## config.mk

```make
export PLATFORM = sky130hd
export DESIGN_NAME = alu_rr_arbiter_flat
export DESIGN_NICKNAME = d
export VERILOG_FILES = /design/src/rtl/alu_rr_arbiter_if.sv /design/src/rtl/alu_rr_arbiter.sv /design/src/flat_wrapper.sv
export SDC_FILE = /design/constraint.sdc
export NUM_CORES = 1
export LEC_CHECK = 0
export ABC_AREA = 0
export BUFFER_PORTS_ARGS = -buffer_cell sky130_fd_sc_hd__buf_2
export CAP_MARGIN = 20
export CELL_PAD_IN_SITES_DETAIL_PLACEMENT = 0
export CELL_PAD_IN_SITES_GLOBAL_PLACEMENT = 1
export CORE_UTILIZATION = 25
export CTS_CLUSTER_DIAMETER = 30
export DETAILED_ROUTE_END_ITERATION = 16
export GPL_TIMING_DRIVEN = 0
export PLACE_DENSITY_LB_ADDON = 0.1
export REMOVE_ABC_BUFFERS = 1
export SETUP_SLACK_MARGIN = 0.05
export SLEW_MARGIN = 20
export SYNTH_ARGS = -nofsm -noshare
export SYNTH_HDL_FRONTEND = slang
export SYNTH_SLANG_ARGS = --single-unit
```

## constraint.sdc

```tcl
create_clock -name clk -period 1.4 [get_ports clk]
set_clock_uncertainty 0.05 [all_clocks]
set_input_delay 0.07 -clock clk [delete_from_list [all_inputs] [get_ports clk]]
set_output_delay 0.07 -clock clk [all_outputs]
set_load 0.02 [all_outputs]
```

## src/rtl/alu_rr_arbiter_if.sv

```systemverilog
`default_nettype none
// ============================================================================
// Module   : alu_rr_arbiter_if
// Brief    : Command/response/ALU bundle for the round-robin ALU arbiter.
// Revision : 1.0 - initial release
// ============================================================================
interface alu_rr_arbiter_if #(
    parameter int N = 8
);
    logic         req0_valid;
    logic         req0_ready;
    logic [N-1:0] req0_a;
    logic [N-1:0] req0_b;
    logic [2:0]   req0_op;
    logic         req1_valid;
    logic         req1_ready;
    logic [N-1:0] req1_a;
    logic [N-1:0] req1_b;
    logic [2:0]   req1_op;
    logic         rsp0_valid;
    logic         rsp0_ready;
    logic [N-1:0] rsp0_data;
    logic         rsp1_valid;
    logic         rsp1_ready;
    logic [N-1:0] rsp1_data;
    logic [N-1:0] alu_a;
    logic [N-1:0] alu_b;
    logic [2:0]   alu_opcode;
    logic [N-1:0] alu_result;
    logic         busy;

    // Environment side: requesters plus the ALU instance.
    modport master (
        output req0_valid, req0_a, req0_b, req0_op,
        output req1_valid, req1_a, req1_b, req1_op,
        output rsp0_ready, rsp1_ready, alu_result,
        input  req0_ready, req1_ready,
        input  rsp0_valid, rsp0_data, rsp1_valid, rsp1_data,
        input  alu_a, alu_b, alu_opcode, busy
    );

    // Arbiter side.
    modport slave (
        input  req0_valid, req0_a, req0_b, req0_op,
        input  req1_valid, req1_a, req1_b, req1_op,
        input  rsp0_ready, rsp1_ready, alu_result,
        output req0_ready, req1_ready,
        output rsp0_valid, rsp0_data, rsp1_valid, rsp1_data,
        output alu_a, alu_b, alu_opcode, busy
    );
endinterface
`default_nettype wire

```

## src/rtl/alu_rr_arbiter.sv

```systemverilog
`default_nettype none
// ============================================================================
// Module   : alu_rr_arbiter
// Brief    : Round-robin sharing of one combinational ALU between two clients.
// Revision : 1.0 - initial release
// ============================================================================
module alu_rr_arbiter #(
    parameter int N = 8
) (
    input  wire logic        clk,
    input  wire logic        rst_n,
    alu_rr_arbiter_if.slave  bus
);

    typedef enum logic [1:0] {
        S_IDLE = 2'd0,
        S_EXEC = 2'd1,
        S_RESP = 2'd2
    } state_t;

    state_t       r_state;
    state_t       w_state_next;
    logic         r_ptr;
    logic         r_owner;
    logic [N-1:0] r_alu_a;
    logic [N-1:0] r_alu_b;
    logic [2:0]   r_alu_op;
    logic [N-1:0] r_rsp0_data;
    logic [N-1:0] r_rsp1_data;
    logic         r_rsp0_valid;
    logic         r_rsp1_valid;
    logic         w_req0_ready;
    logic         w_req1_ready;
    logic         w_rsp_hs;

    always_comb begin
        w_state_next = r_state;
        w_req0_ready = 1'b0;
        w_req1_ready = 1'b0;
        w_rsp_hs     = 1'b0;
        case (r_state)
            S_IDLE: begin
                // Pointer side wins only when both are requesting.
                w_req0_ready = bus.req0_valid && (!r_ptr || !bus.req1_valid);
                w_req1_ready = bus.req1_valid && ( r_ptr || !bus.req0_valid);
                if (w_req0_ready || w_req1_ready) begin
                    w_state_next = S_EXEC;
                end
            end
            S_EXEC: begin
                w_state_next = S_RESP;
            end
            S_RESP: begin
                w_rsp_hs = r_owner ? (r_rsp1_valid && bus.rsp1_ready)
                                   : (r_rsp0_valid && bus.rsp0_ready);
                if (w_rsp_hs) begin
                    w_state_next = S_IDLE;
                end
            end
            default: begin
                w_state_next = S_IDLE;
            end
        endcase
    end

    always_ff @(posedge clk) begin
        if (!rst_n) begin
            r_state      <= S_IDLE;
            r_ptr        <= 1'b0;
            r_owner      <= 1'b0;
            r_alu_a      <= '0;
            r_alu_b      <= '0;
            r_alu_op     <= '0;
            r_rsp0_data  <= '0;
            r_rsp1_data  <= '0;
            r_rsp0_valid <= 1'b0;
            r_rsp1_valid <= 1'b0;
        end else begin
            r_state <= w_state_next;
            if (w_req1_ready) begin
                r_alu_a  <= bus.req1_a;
                r_alu_b  <= bus.req1_b;
                r_alu_op <= bus.req1_op;
                r_owner  <= 1'b1;
            end else if (w_req0_ready) begin
                r_alu_a  <= bus.req0_a;
                r_alu_b  <= bus.req0_b;
                r_alu_op <= bus.req0_op;
                r_owner  <= 1'b0;
            end
            // Only the owner's response register is touched.
            if (r_state == S_EXEC) begin
                if (r_owner) begin
                    r_rsp1_data  <= bus.alu_result;
                    r_rsp1_valid <= 1'b1;
                end else begin
                    r_rsp0_data  <= bus.alu_result;
                    r_rsp0_valid <= 1'b1;
                end
            end
            if (w_rsp_hs) begin
                r_rsp0_valid <= 1'b0;
                r_rsp1_valid <= 1'b0;
                r_ptr        <= ~r_owner;
            end
        end
    end

    assign bus.req0_ready = w_req0_ready;
    assign bus.req1_ready = w_req1_ready;
    assign bus.alu_a      = r_alu_a;
    assign bus.alu_b      = r_alu_b;
    assign bus.alu_opcode = r_alu_op;
    assign bus.rsp0_valid = r_rsp0_valid;
    assign bus.rsp1_valid = r_rsp1_valid;
    assign bus.rsp0_data  = r_rsp0_data;
    assign bus.rsp1_data  = r_rsp1_data;
    assign bus.busy       = (r_state != S_IDLE);

endmodule
`default_nettype wire

```

## src/flat_wrapper.sv

```systemverilog
// flat-port wrapper written by rule: the top's interface ports become plain ports
module alu_rr_arbiter_flat 
#(
    parameter int N = 8
)
  (clk, rst_n, bus_req0_valid, bus_req0_a, bus_req0_b, bus_req0_op, bus_req1_valid, bus_req1_a, bus_req1_b, bus_req1_op, bus_rsp0_ready, bus_rsp1_ready, bus_alu_result, bus_req0_ready, bus_req1_ready, bus_rsp0_valid, bus_rsp0_data, bus_rsp1_valid, bus_rsp1_data, bus_alu_a, bus_alu_b, bus_alu_opcode, bus_busy);
  alu_rr_arbiter_if #(.N(N)) bus_i ();
  input  wire logic clk;
  input  wire logic rst_n;
  input wire logic [$bits(bus_i.req0_valid)-1:0] bus_req0_valid;
  input wire logic [$bits(bus_i.req0_a)-1:0] bus_req0_a;
  input wire logic [$bits(bus_i.req0_b)-1:0] bus_req0_b;
  input wire logic [$bits(bus_i.req0_op)-1:0] bus_req0_op;
  input wire logic [$bits(bus_i.req1_valid)-1:0] bus_req1_valid;
  input wire logic [$bits(bus_i.req1_a)-1:0] bus_req1_a;
  input wire logic [$bits(bus_i.req1_b)-1:0] bus_req1_b;
  input wire logic [$bits(bus_i.req1_op)-1:0] bus_req1_op;
  input wire logic [$bits(bus_i.rsp0_ready)-1:0] bus_rsp0_ready;
  input wire logic [$bits(bus_i.rsp1_ready)-1:0] bus_rsp1_ready;
  input wire logic [$bits(bus_i.alu_result)-1:0] bus_alu_result;
  output wire logic [$bits(bus_i.req0_ready)-1:0] bus_req0_ready;
  output wire logic [$bits(bus_i.req1_ready)-1:0] bus_req1_ready;
  output wire logic [$bits(bus_i.rsp0_valid)-1:0] bus_rsp0_valid;
  output wire logic [$bits(bus_i.rsp0_data)-1:0] bus_rsp0_data;
  output wire logic [$bits(bus_i.rsp1_valid)-1:0] bus_rsp1_valid;
  output wire logic [$bits(bus_i.rsp1_data)-1:0] bus_rsp1_data;
  output wire logic [$bits(bus_i.alu_a)-1:0] bus_alu_a;
  output wire logic [$bits(bus_i.alu_b)-1:0] bus_alu_b;
  output wire logic [$bits(bus_i.alu_opcode)-1:0] bus_alu_opcode;
  output wire logic [$bits(bus_i.busy)-1:0] bus_busy;
  assign bus_i.req0_valid = bus_req0_valid;
  assign bus_i.req0_a = bus_req0_a;
  assign bus_i.req0_b = bus_req0_b;
  assign bus_i.req0_op = bus_req0_op;
  assign bus_i.req1_valid = bus_req1_valid;
  assign bus_i.req1_a = bus_req1_a;
  assign bus_i.req1_b = bus_req1_b;
  assign bus_i.req1_op = bus_req1_op;
  assign bus_i.rsp0_ready = bus_rsp0_ready;
  assign bus_i.rsp1_ready = bus_rsp1_ready;
  assign bus_i.alu_result = bus_alu_result;
  assign bus_req0_ready = bus_i.req0_ready;
  assign bus_req1_ready = bus_i.req1_ready;
  assign bus_rsp0_valid = bus_i.rsp0_valid;
  assign bus_rsp0_data = bus_i.rsp0_data;
  assign bus_rsp1_valid = bus_i.rsp1_valid;
  assign bus_rsp1_data = bus_i.rsp1_data;
  assign bus_alu_a = bus_i.alu_a;
  assign bus_alu_b = bus_i.alu_b;
  assign bus_alu_opcode = bus_i.alu_opcode;
  assign bus_busy = bus_i.busy;
  alu_rr_arbiter #(.N(N)) u_core (.clk(clk), .rst_n(rst_n), .bus(bus_i));
endmodule
```

# Word-level counts from Yosys, hierarchy flattened
# Cells that the tools add are included.
[word_totals] input_bits=52 output_inout_bits=40 word_cells=48 reg_bits=41
[op_classes] n_reduce_logical=17 n_eq_ne=4 bitwise=2 mux=15
[op_table] op="2-to-1 mux 8 bit" count=4
[op_table] op="2-to-1 mux 1 bit" count=6
[op_table] op="2-to-1 mux 3 bit" count=2
[op_table] op="case mux 2 bit (3 select lines)" count=1
[op_table] op="AND reduction 2 bit" count=3
[op_table] op="logical AND 1 bit" count=4
[op_table] op="2-to-1 mux 2 bit" count=2
[op_table] op="inequality test 2 x 1 -> 1 bit (second input constant)" count=2
[op_table] op="nonzero test 2 bit" count=2
[op_table] op="zero test 1 bit" count=3
[op_table] op="logical OR 1 bit" count=3
[op_table] op="equality test 2 x 1 -> 1 bit (second input constant)" count=1
[op_table] op="equality test 2 bit (second input constant)" count=1
[op_table] op="zero test 2 bit" count=1
[op_table] op="inverter 1 bit" count=2
[op_table] op="OR reduction 2 bit" count=1

# Depth between registers and ports, before layout
[logic_depth] word_depth=6 mapped_depth=5

# Least setup slack after synthesis
# OpenSTA, ideal clock, no wires.
[synth_timing] path_type="register to output" start="register u_core.r_state[0]" end="output port bus_req0_ready" n_path_buf=1 arrival_ns=1.215 required_ns=1.280 path_stages_with_launch=5 path_slack_ns=0.065 path_cell_list="dfxtp_1 > nor2_4 > inv_4 > buf_6 > a211oi_1"
[synth_via] elab_chain_cells=2
[synth_rtl] element="from (decl)" line="alu_rr_arbiter.sv:21" text="state_t r_state;"
[synth_rtl] element="from (signal assigned)" line="alu_rr_arbiter.sv:79" text="r_state <= w_state_next;"
[synth_rtl] element="zero test 2 bit" line="alu_rr_arbiter.sv:41" text="case (r_state)"
[synth_rtl] element="2-to-1 mux 1 bit" line="alu_rr_arbiter.sv:41"
[synth_rtl] element="to (decl)" line="flat_wrapper.sv:21" text="output wire logic [$bits(bus_i.req0_ready)-1:0] bus_req0_ready;"
# No other way between the ends.

# Final worst setup path
[layout_timing] start="register u_core.r_ptr" end="output port bus_req1_ready"
[layout_via] elab_chain_cells=3
[layout_rtl] element="from (decl)" line="alu_rr_arbiter.sv:23" text="logic r_ptr;"
[layout_rtl] element="from (signal assigned)" line="alu_rr_arbiter.sv:104" text="r_ptr <= ~r_owner;"
[layout_rtl] element="logical OR 1 bit" line="alu_rr_arbiter.sv:45" text="w_req1_ready = bus.req1_valid && ( r_ptr || !bus.req0_valid);"
[layout_rtl] element="logical AND 1 bit" line="alu_rr_arbiter.sv:45"
[layout_rtl] element="2-to-1 mux 1 bit" line="alu_rr_arbiter.sv:41"
[layout_rtl] element="to (decl)" line="flat_wrapper.sv:22" text="output wire logic [$bits(bus_i.req1_ready)-1:0] bus_req1_ready;"
# No other way between the ends.

==> impl_metrics.csv <==
group,metric,value,unit
timing,maxSlewViolCount,0,
synth,yosysWarnings,0,
synth,yosysTopAreaCellShare,41.2,%
global_routing,globalRouteOverflowTotal,0,
setup_path,r2r_end,"u_core.bus.alu_b[6]",
route,num_vias,1965,
final_layout,fillers,796,
global_routing,antenna_found_initial,0,
synth,avgSynthCellArea,10.0,sq um
power,p_switching,1.09,mW
timing,fmax,692,MHz
synth,synthFlopType,"dfxtp_1",
power,powerDensity,1100,nW/um^2
global_routing,grt_pass1_wl,10600,um
die,num_rows,32,
power,cellInternalPower,2.27,mW
setup_path,crit_path_end,"bus_req1_ready",
clocking,root_buffer,"clkbuf_8",
clocking,clkLatencyLatePin,0.30,ns
die,io_pins,92,
timing,finalSetupViolCount,3,
clocking,cts-htree-levels,2,
setup_path,worstSetupStartpointType,"flip-flop",
setup_path,critPathMaxStageDelay,0.37,ns
synth,synth_edf_count,0,
clocking,cts_tree,"yes",
synth,yosys.area.top_type,"dfxtp_1",
die,dieArea,8330,sq um
clocking,clockBufferDepth,2,
global_routing,grt_max_degree,43,
setup_path,r2r_cells,5,
route,drtPass1Iterations,4,
clocking,cts_buffers,5,
global_routing,grt_usage,16.5,%
timing,hold_viol,0,
timing,relSlewSlack,33.3,%
setup_path,cp.arrival,1.32,ns
place,post-dp-hpwl,3800,um
die,die_h,91.3,um
route,wl,6640,um
place,place_congestion,0.671,
die,die_w,91.3,um
route,antenna_left,0,
route,drt-vias-per-instance,4.92,
clocking,clk_pin_slew,0.09,ns
final_layout,final_layout_size_suffix_gt1_share,52.5,%
final_layout,syn_to_final_growth,53.5,%
power,p_leak,1.25,nW
setup_path,reg2reg_from,"u_core.r_state[0]",
die,start_util,25.8,%
final_layout,antenna_cells,0,
synth,syn_inst,199,
power,power_frac_seq,39.8,%
timing,worstMarginPinSlew,0.999,ns
final_layout,layout_commonest_cell,"buf_2",
setup_path,worstPathMaxFanout,16,
place,io_buffers,91,
timing,post-route-period-util,103,%
power,clkPwrFrac,30.6,%
route,wire_per_inst,16.7,um
setup_path,r2r_setup_slack,-0.01,ns
synth,synth.distinct_cells,27,
timing,min_period,1.44,ns
die,core-area,7730,sq um
timing,setup_slack,-0.0442,ns
place,pre_cts_slack,-0.481,ns
hold_path,min_path_cells,3,
route,drtIter0Drc,78,
clocking,cts_sinks,41,
power,ir_drop,0.456,mV
synth,synth_area,1990,sq um
synth,async_flop_share,0,%
final_layout,regArea,832,sq um
final_layout,nNetsFinal,348,
setup_path,cp-startpoint,"u_core.r_ptr",
route,drc,0,
setup_path,path_cells,"nor2b_4 > buf_12 > nor3b_4 > buf_6",
status,outcome,"complete, but fails checks",
hold_path,holdCritPathClass,"input port to flip-flop",
power,total_power,3.35,mW
synth,ys_top_cells_by_area,"dfxtp_1 41%, nor4b_1 17%, a2111oi_0 8.4%",
global_routing,grt_pass1_vias,1974,
setup_path,crit_slowest_cell,"dfxtp_4",
final_layout,multi_input_area,1270,sq um
power,p_comb_share,29.5,%
flow_run,max_cap_violations,0,
synth,synth_seq_cells,41,
synth,ys_seq_area_share,41.2,%
setup_path,cp.required,1.28,ns
power,swShare,32.4,%
setup_path,end_kind,"output port",
status,violations,"negative setup slack",
timing,rsz0062_at_grt,"true",
setup_path,critPathKind,"flip-flop to output port",
final_layout,final_cell_mix,"88 x buf_2, 38 x dfxtp_1, 20 x nor4b_1",
==> metal layers <==
layer	GRT usage [%]	up-vias	wire length [um]
met2	27.2	56	3100
li1	-	964	-
met1	21.7	938	3150
met5	0	-	0
met3	3.60	7	305
met4	4.50	0	87
==> stage by stage <==
step | TNS, ns | hold slack (ns) | cells | instance area (sq um) | util, %
6_report | -0.0548 | 0.00994 | 399 | 3060 | 39.6
5_1_grt | -1.31 | 0.0135 | 399 | 3060 | 39.6
4_1_cts | -0.547 | 0.00186 | 398 | 2870 | 37.1
3_5_place_dp | -10.87 | 0.304 | 370 | 2460 | 31.9
3_3_place_gp | -35.77 | 0.295 | 368 | 2430 | 31.5
2_1_floorplan | -10.87 | 0.138 | 175 | 1850 | -
==> sequential cells by signal (all words and copies together), names as in the netlist <==
signal	count
u_core.bus.rsp1_valid	1
u_core.r_ptr	1
u_core.bus.alu_opcode	3
u_core.r_state	2
u_core.r_owner	1
u_core.bus.alu_b	8
u_core.bus.alu_a	8
u_core.bus.rsp0_valid	1
u_core.bus.rsp0_data	8
u_core.bus.rsp1_data	8
==> critical path: cells and delay by family (launching register included) <==
kind / cells / cell delay (ns)
buffers and inverters: 2 / 0.34
flip-flops: 1 / 0.37
AND/OR/NAND/NOR: 2 / 0.30
==> what timing repair did <==
| item | CTS | global route |
|---|---|---|
| setup buffers | 10 | 1 |
| gates cloned | 3 | 0 |
| hold buffers | 7 | 0 |
| hold endpoints to repair | 13 | 0 |
| resized for setup | 34 | 45 |
| setup endpoints to repair | 40 | 23 |
| pin swaps | 2 | 6 |
==> how the worst min path moves through the flow <==
stage | startpoint | endpoint | slack, ns
6_report | bus_alu_result[1] | u_core.bus.rsp1_data[1] | 0.01
4_1_cts | bus_alu_result[1] | u_core.bus.rsp1_data[1] | 0.002
5_1_grt | bus_alu_result[1] | u_core.bus.rsp0_data[1] | 0.01
2_1_floorplan | rst_n | u_core.r_owner | 0.14
3_5_place_dp | bus_alu_result[7] | u_core.bus.rsp1_data[7] | 0.30
3_3_place_gp | bus_alu_result[5] | u_core.bus.rsp1_data[5] | 0.30
==> cell usage after synthesis (2+ instances only) <==
library cell / instances
a21boi_0: 3
dfxtp_1: 41
nor4b_1: 38
buf_2: 10
buf_4: 2
nand3_1: 2
a21oi_1: 19
buf_6: 4
clkbuf_1: 8
nor2b_1: 18
mux2i_1: 16
a2111oi_0: 19
nand2_1: 2
nand3b_1: 2
nor3b_1: 3
==> final cells by class <==
class | instances | share of cell area (%)
Multi-Input combinational cell | 133 | 41.6
Timing Repair inverter | 2 | 0.573
Inverter | 2 | 0.491
Clock buffer | 6 | 2.70
Timing Repair Buffer | 111 | 22.0
Tap cell | 102 | 4.17
Clock inverter | 2 | 1.23
Sequential cell | 41 | 27.2
==> kinds of logic after synthesis <==
| kind of cell | count (synthesis) | synth area share [%] |
|---|---|---|
| AOI/OAI and AO/OA | 44 | 15.3 |
| and+or+nand+nor | 72 | 27.9 |
| buffers and inverters | 26 | 7.54 |
| muxes | 16 | 8.04 |
| DFF | 41 | 41.2 |
==> power by group through the flow <==
stage	sequential, mW	combinational, mW	clock [mW]
detailed placement	1.36	0.751	0
global route	1.35	1.07	1.11
CTS	1.34	0.914	1.07
global placement	1.36	0.745	0
floorplan	1.48	0.319	0
finish	1.34	0.991	1.03
(Power assumes the default switching activity.)
